===== src/rtl/char_eliminator.sv =====
// Keyboard-driven eliminator: scans every column slot for the typed character and
// clears the matching one lowest on screen, keeping a saturating hit score.
module char_eliminator #(
  parameter int unsigned NCOL    = 640,
  parameter int unsigned ADDR_W  = 10,
  parameter int unsigned OFF_W   = 9,
  parameter int unsigned SCORE_W = 16
) (
  input  logic               clk,
  input  logic               rst,
  input  logic               key_valid,
  input  logic [7:0]         key_ascii,
  output logic               key_ready,
  output logic [ADDR_W-1:0]  rd_addr,
  input  logic [7:0]         rd_ascii,
  input  logic               rd_active,
  input  logic [OFF_W-1:0]   rd_offset,
  output logic               clr_we,
  output logic [ADDR_W-1:0]  clr_addr,
  output logic               hit,
  output logic               miss,
  output logic [ADDR_W-1:0]  hit_col,
  output logic [SCORE_W-1:0] score
);

  typedef enum logic [1:0] {IDLE, SCAN, DRAIN, RESULT} state_t;

  localparam logic [ADDR_W-1:0] LAST = ADDR_W'(NCOL - 1);

  state_t             state;
  logic [7:0]         key;
  logic               best_valid;
  logic [ADDR_W-1:0]  best_slot;
  logic [OFF_W-1:0]   best_off;

  logic               cmp_en;
  logic               match;
  logic               take;
  logic [ADDR_W-1:0]  cmp_slot;
  logic               nxt_valid;
  logic [ADDR_W-1:0]  nxt_slot;
  logic [OFF_W-1:0]   nxt_off;

  function automatic logic [7:0] fold(input logic [7:0] c);
    return (c >= 8'h61 && c <= 8'h7A) ? c - 8'h20 : c;
  endfunction

  // Read data lags rd_addr by one cycle, so SCAN compares slot rd_addr-1 and
  // DRAIN compares the final slot; the merged candidate feeds the RESULT decision.
  always_comb begin
    cmp_en    = (state == SCAN && rd_addr != '0) || state == DRAIN;
    cmp_slot  = (state == DRAIN) ? LAST : rd_addr - ADDR_W'(1);
    match     = rd_active && rd_ascii != 8'h00 && fold(rd_ascii) == key;
    take      = cmp_en && match && (!best_valid || rd_offset > best_off);
    nxt_valid = best_valid | take;
    nxt_slot  = take ? cmp_slot : best_slot;
    nxt_off   = take ? rd_offset : best_off;
  end

  always_ff @(posedge clk or posedge rst) begin
    if (rst) begin
      state      <= IDLE;
      key_ready  <= 1'b1;
      rd_addr    <= '0;
      clr_we     <= 1'b0;
      clr_addr   <= '0;
      hit        <= 1'b0;
      miss       <= 1'b0;
      hit_col    <= '0;
      score      <= '0;
      key        <= '0;
      best_valid <= 1'b0;
      best_slot  <= '0;
      best_off   <= '0;
    end else begin
      clr_we     <= 1'b0;
      hit        <= 1'b0;
      miss       <= 1'b0;
      best_valid <= nxt_valid;
      best_slot  <= nxt_slot;
      best_off   <= nxt_off;
      unique case (state)
        IDLE: begin
          if (key_valid) begin
            key        <= fold(key_ascii);
            best_valid <= 1'b0;
            key_ready  <= 1'b0;
            rd_addr    <= '0;
            state      <= SCAN;
          end
        end
        SCAN: begin
          if (rd_addr == LAST) begin
            rd_addr <= '0;
            state   <= DRAIN;
          end else begin
            rd_addr <= rd_addr + ADDR_W'(1);
          end
        end
        DRAIN: begin
          if (nxt_valid) begin
            clr_we   <= 1'b1;
            clr_addr <= nxt_slot;
            hit      <= 1'b1;
            hit_col  <= nxt_slot;
            if (score != '1) score <= score + SCORE_W'(1);
          end else begin
            miss <= 1'b1;
          end
          state <= RESULT;
        end
        RESULT: begin
          key_ready <= 1'b1;
          state     <= IDLE;
        end
        default: state <= IDLE;
      endcase
    end
  end

endmodule


===== config.mk =====
export PLATFORM = sky130hd
export DESIGN_NAME = char_eliminator
export DESIGN_NICKNAME = d
export VERILOG_FILES = /design/src/rtl/char_eliminator.sv
export SDC_FILE = /design/constraint.sdc
export NUM_CORES = 1
export LEC_CHECK = 0
export BUFFER_PORTS_ARGS = -buffer_cell sky130_fd_sc_hd__buf_2
export CORE_MARGIN = 2
export CORE_UTILIZATION = 55
export DETAILED_ROUTE_END_ITERATION = 6
export PLACE_DENSITY = 0.86
export SLEW_MARGIN = 25
export SYNTH_ARGS = -nofsm -noshare
export SYNTH_HDL_FRONTEND = slang
export SYNTH_SLANG_ARGS = --single-unit

===== constraint.sdc =====
create_clock -name clk -period 2.8 [get_ports clk]
set_clock_uncertainty 0.2 [all_clocks]
set_input_delay 0.42 -clock clk [delete_from_list [all_inputs] [get_ports clk]]
set_output_delay 0.42 -clock clk [all_outputs]
set_load 0.05 [all_outputs]

Word level (Yosys, flattened, before mapping):

Index checks and enable logic that the tools add are counted.

* input port bits: 29
* register bits after elaboration: 69
* word-level logic and storage cells: 69
* output and inout port bits: 50

* bitwise logic cells: 1
* muxes and demuxes: 18
* magnitude comparators: 5
* eq/ne operators: 8
* reduce and logical (&&, ||, !) cells: 21
* add/sub/neg operators: 5

Operator list (number)
* $mux W10: 4
* $pmux W10 S2: 1
* $add A16 B1 Y16 const B: 1
* $ge A8 B7 Y1 const B: 2
* $le A8 B7 Y1 const B: 2
* $mux W8: 2
* $ne A16 B16 Y1 const B: 1
* $sub A8 B6 Y8 const B: 2
* $add A10 B1 Y10 const B: 1
* $eq A10 B10 Y1 const B: 1
* $reduce_and A2 Y1: 5
* $reduce_bool A10 Y1: 1
* $sub A10 B1 Y10 const B: 1
* $gt A9 B9 Y1: 1
* $eq A8 B8 Y1: 1
* $pmux W2 S4: 1
* $reduce_bool A8 Y1: 1
* $logic_and A1 B1 Y1: 7
* $mux W1: 7
* $eq A2 B2 Y1 const B: 2
* $mux W2: 2
* $reduce_bool A2 Y1: 2
* $reduce_and A3 Y1: 1
* $eq A2 B1 Y1 const B: 1
* other kinds (7): 8

Longest topological paths before layout:

* word-level depth: 10
* gate-level depth with buffers: 9
* depth with buffers taken out: 8

Least setup slack after synthesis:

OpenSTA, ideal clock, no wires.

* path kind: reg2reg
* from: register rd_addr[0]
* to: register best_off[0]
* path buffers: 1
* arrival time: 2.448 ns
* slack: 0.026 ns
* setup time: 0.125 ns
* clock period less this slack: 2.774 ns
* stages on the path, launching flop included: 9
* required time: 2.475 ns
* path through: dfrtp_1 -> inv_1 -> ha_1 -> nor3b_1 -> a31oi_1 -> nand3_2 -> a21oi_4 -> buf_12 -> mux2_4

* cells in the longest elaborated chain, start to end: 5

Ends and longest elaborated chain
* from (decl): RTL line 14 `output logic [ADDR_W-1:0] rd_addr,`
* from (signal assigned): RTL line 97 `rd_addr <= rd_addr + ADDR_W'(1);`
* $reduce_bool A10 Y1: RTL line 51 `cmp_en = (state == SCAN && rd_addr != '0) || state == DRAIN;`
* $logic_and A1 B1 Y1: RTL line 51
* $logic_or A1 B1 Y1: RTL line 51
* $logic_and A1 B1 Y1 (2 in a row): RTL line 54 `take = cmp_en && match && (!best_valid || rd_offset > best_off);`
* to (signal assigned): RTL line 81 `best_off <= nxt_off;`
* to (decl): RTL line 34 `logic [OFF_W-1:0] best_off;`

No other way between the ends.
A chain may end at the register's enable or synchronous reset.

Worst setup path after layout:

* from: register state[1]
* to: register score[1]

* cells in the longest elaborated chain, start to end: 7
* elaborated cells on any way between the ends: 8
* those cells by class: eq/ne (2); bitwise (1); reduce/logical (5)

Ends and longest elaborated chain
* from (decl): RTL line 30 `state_t state;`
* from (signal assigned): RTL line 62 `state <= IDLE;`
* from (signal assigned): RTL line 89 `state <= SCAN;`
* from (signal assigned): RTL line 95 `state <= DRAIN;`
* $eq A2 B1 Y1: RTL line 51
* $logic_and A1 B1 Y1: RTL line 51
* $logic_or A1 B1 Y1: RTL line 51
* $logic_and A1 B1 Y1 (2 in a row): RTL line 54
* $or A1 B1 Y1: RTL line 55 `nxt_valid = best_valid | take;`
* $reduce_and A3 Y1 (no source line) (*)
* to (signal assigned): RTL line 106 `if (score != '1) score <= score + SCORE_W'(1);`
* to (decl): RTL line 23 `output logic [SCORE_W-1:0] score`

Every way passes the cells marked *; elsewhere a longest branch is shown, timed or not.

==> flow_summary_export.csv <==
group,metric,value,unit
timing,setup_violations,0,
global_route,gr-total-overflow,0,
global_route,grt_pass1_wl,12600,um
placed_design,port_buffers,78,
timing,fin_ws,0.189,ns
floorplan,core_area,6830,sq um
run,cap_violations,0,
global_route,antenna_found_initial,0,
critical_path,start_kind,"flip-flop",
min_path,hold_start,"rd_offset[4]",
critical_path,timing.rr.end,"score[1]",
global_route,grt_pass1_vias,2795,
floorplan,fp-row-count,30,
timing,slew_viol_final,0,
timing,max_slew_margin,0.572,
placed_design,hpwl,5830,um
critical_path,cp_top_family,"simple AND/OR/NAND/NOR gates",
cts,clk_pin_slew,0.07,ns
final_layout,diodes,0,
final_layout,final_cell_mix,"buf_2 (78), dfrtp_1 (68), inv_1 (31)",
cts,cts_max_path_buffers,2,
detailed_routing,avgRoutedWirePerCell,13.9,um
floorplan,fp.dieH,88.2,um
logic_synthesis,synth_area,3890,sq um
floorplan,die_area,7770,sq um
cts,cts_tree,"done",
placed_design,dp.cells,542,
critical_path,rr_worst_depth,9,
logic_synthesis,synth-seq-cells,69,
run_status,status,"finished, final reports clean",
min_path,hold_path_depth,2,
power_and_ir_drop,ir_drop,0.000486,V
final_layout,utilization,0.671,
detailed_routing,ant_nets,0,
critical_path,cp_max_fo,7,
power_and_ir_drop,fin_total_pwr,4040,uW
final_layout,drive_gt1_frac,0.307,
power_and_ir_drop,p_per_area,881,nW/um^2
critical_path,r2r_start,"state[1]",
logic_synthesis,ys_seq_area_frac,0.444,
detailed_routing,firstDrtPassIters,4,
logic_synthesis,synthCells,381,
cts,htreeDepth,3,
timing,worst_slew_pin_slew,0.637,ns
logic_synthesis,synth_edf_count,0,
logic_synthesis,ys.flop_type,"dfrtp_1",
final_layout,layout_commonest_cell,"buf_2",
logic_synthesis,synth-async-reset-ratio,1.00,
timing,finalSetupTns,0,ns
logic_synthesis,syn-num-nets,428,
global_route,grt_max_degree,34,
power_and_ir_drop,p_leak,0.00227,uW
placed_design,gp_congestion,0.870,
detailed_routing,drc,0,
cts,cts_sinks,69,
logic_synthesis,yosysWarningCount,0,
critical_path,critPathArrivalTime,2.64,ns
placed_design,dp_worst_setup_slack,-0.0888,ns
detailed_routing,drt_iter0_drc,89,
critical_path,critical_path.cell_chain,"inv_1 > ha_1 > or2_2 > o2111ai_1 > nor4_4 > a31oi_4 > buf_4 > nor2_1 > mux2_2",
floorplan,start_util,0.570,
detailed_routing,wirelength,7760,um
timing,fin_crit_sh,0.933,
timing,hold_violations,0,
floorplan,boundaryPins,79,
cts,cts_inserted_buffers,9,
cts,clk-insertion-delay-late,0.34,ns
critical_path,crit_path_end_kind,"flip-flop",
critical_path,cp.depth,9,
critical_path,required,2.82,ns
logic_synthesis,synth.avg_cell_area,10.2,sq um
final_layout,area_growth,17.7,%
min_path,holdCritPathClass,"input port to flip-flop",
timing,grt_setup_unrepaired,"no",
logic_synthesis,ys_types,53,
critical_path,cpMaxStageDelayCell,"dfrtp_1",
detailed_routing,viasPerCell,5.31,
critical_path,r2r_slack,0.19,ns
critical_path,cp_num_buf_inv,2,
floorplan,die-width,88.2,um
min_path,min_to,"best_off[4]",
detailed_routing,num_vias,2968,
critical_path,crit_type,"flip-flop to flip-flop",
cts,cts_root_buf,"clkbuf_8",
timing,timing.final.crit_period,2.61,ns
final_layout,stdcell_count,559,
timing,fmax,383,MHz
final_layout,final_nets,505,
critical_path,max_stage_delay,0.41,ns
global_route,grt_use_total,0.207,
[stage by stage]
stage / hold slack [ns] / area (sq um)
after floorplan: 0.256 / 3890
after global routing: 0.124 / 4580
after global placement: 0.172 / 4370
after CTS: 0.118 / 4570
final: 0.137 / 4580
after detailed placement: 0.175 / 4370
[routing by layer]
metal  vias to the layer above  share of wire  track usage
met5                         -              0            0
met4                         0         0.0099       0.0482
met3                         9          0.044       0.0471
met2                        78           0.48        0.346
met1                      1417           0.46        0.278
li1                       1464              -            -
[synth_stat cells (3+ instances only)]
master | number | area, sq um
dfrtp_1 | 68 | 1700
inv_1 | 32 | 120
nand2_1 | 24 | 90.1
nor2_1 | 23 | 86.3
ha_1 | 18 | 225
mux2_2 | 17 | 191
nand2b_1 | 15 | 93.8
xnor2_1 | 14 | 123
buf_4 | 12 | 90.1
xor2_1 | 12 | 105
o21ai_0 | 11 | 55.1
a21oi_1 | 10 | 50.1
clkbuf_1 | 10 | 37.5
nand3_1 | 10 | 50.1
nor3_1 | 10 | 50.1
nor4_1 | 8 | 50.1
o22a_1 | 8 | 70.1
mux2i_1 | 6 | 60.1
nor2b_1 | 6 | 37.5
mux2_4 | 5 | 75.1
nand4b_1 | 5 | 43.8
and3_1 | 4 | 25.0
nand4_1 | 4 | 25.0
o22ai_1 | 4 | 25.0
o31ai_1 | 4 | 30.0
a21o_1 | 3 | 22.5
nor3b_1 | 3 | 22.5
o2111ai_1 | 3 | 26.3
or3_1 | 3 | 18.8
[cell families (layout without fill, tap and decap cells)]
logic type,after synthesis,count (layout),synth area share
compound gates,55,55,0.104
xor+xnor,26,26,0.0585
fa+ha+maj,18,18,0.0578
buf+inv,58,140,0.0723
flops,69,69,0.444
mux,28,28,0.0838
simple gates,127,127,0.180
[report_power, final]
part,total [uW],switching [uW],internal (uW)
Combinational,1850,1220,632
Clock,792,382,410
Sequential,1390,177,1210
Total,4040,1780,2260
[final cells by class]
cell class / count / area [sq um]
Timing Repair Buffer: 92 / 523
Inverter: 32 / 120
Sequential cell: 69 / 1730
Multi-Input combinational cell: 254 / 1900
Fill cell: 556 / 2250
Clock buffer: 10 / 128
Clock inverter: 6 / 63.8
Tap cell: 96 / 120
[flip-flops by register name, indices dropped and copies added, names as in the netlist]
register	flops
best_off	9
key	8
miss	1
best_slot	10
key_ready	1
hit	1
rd_addr	10
state	2
best_valid	1
score	16
hit_col	10
[worst reg2reg max path: stages (launching register included)]
cell and delay (ns):
dfrtp_1 0.41, inv_1 0.10, ha_1 0.21, or2_2 0.13
o2111ai_1 0.14, nor4_4 0.40, a31oi_4 0.18, buf_4 0.20
nor2_1 0.18, mux2_2 0.35
[how the worst max path moves through the flow]
| stage | to | start |
|---|---|---|
| 2_1_floorplan | best_off[0] | rd_addr[0] |
| 3_3_place_gp | hit_col[7] | rd_ascii[1] |
| 3_5_place_dp | hit_col[7] | rd_ascii[6] |
| 4_1_cts | hit_col[7] | state[1] |
| 5_1_grt | score[1] | state[1] |
| 6_report | score[1] | state[1] |
[repair_timing]
item                                   CTS  global route
setup endpoints to repair                0            11
buffers inserted                         0             0
gates resized for setup                  0             3
endpoints found under the hold margin   10             0
hold buffers                             1             0
No activity file was read; power rests on OpenSTA's default activity.
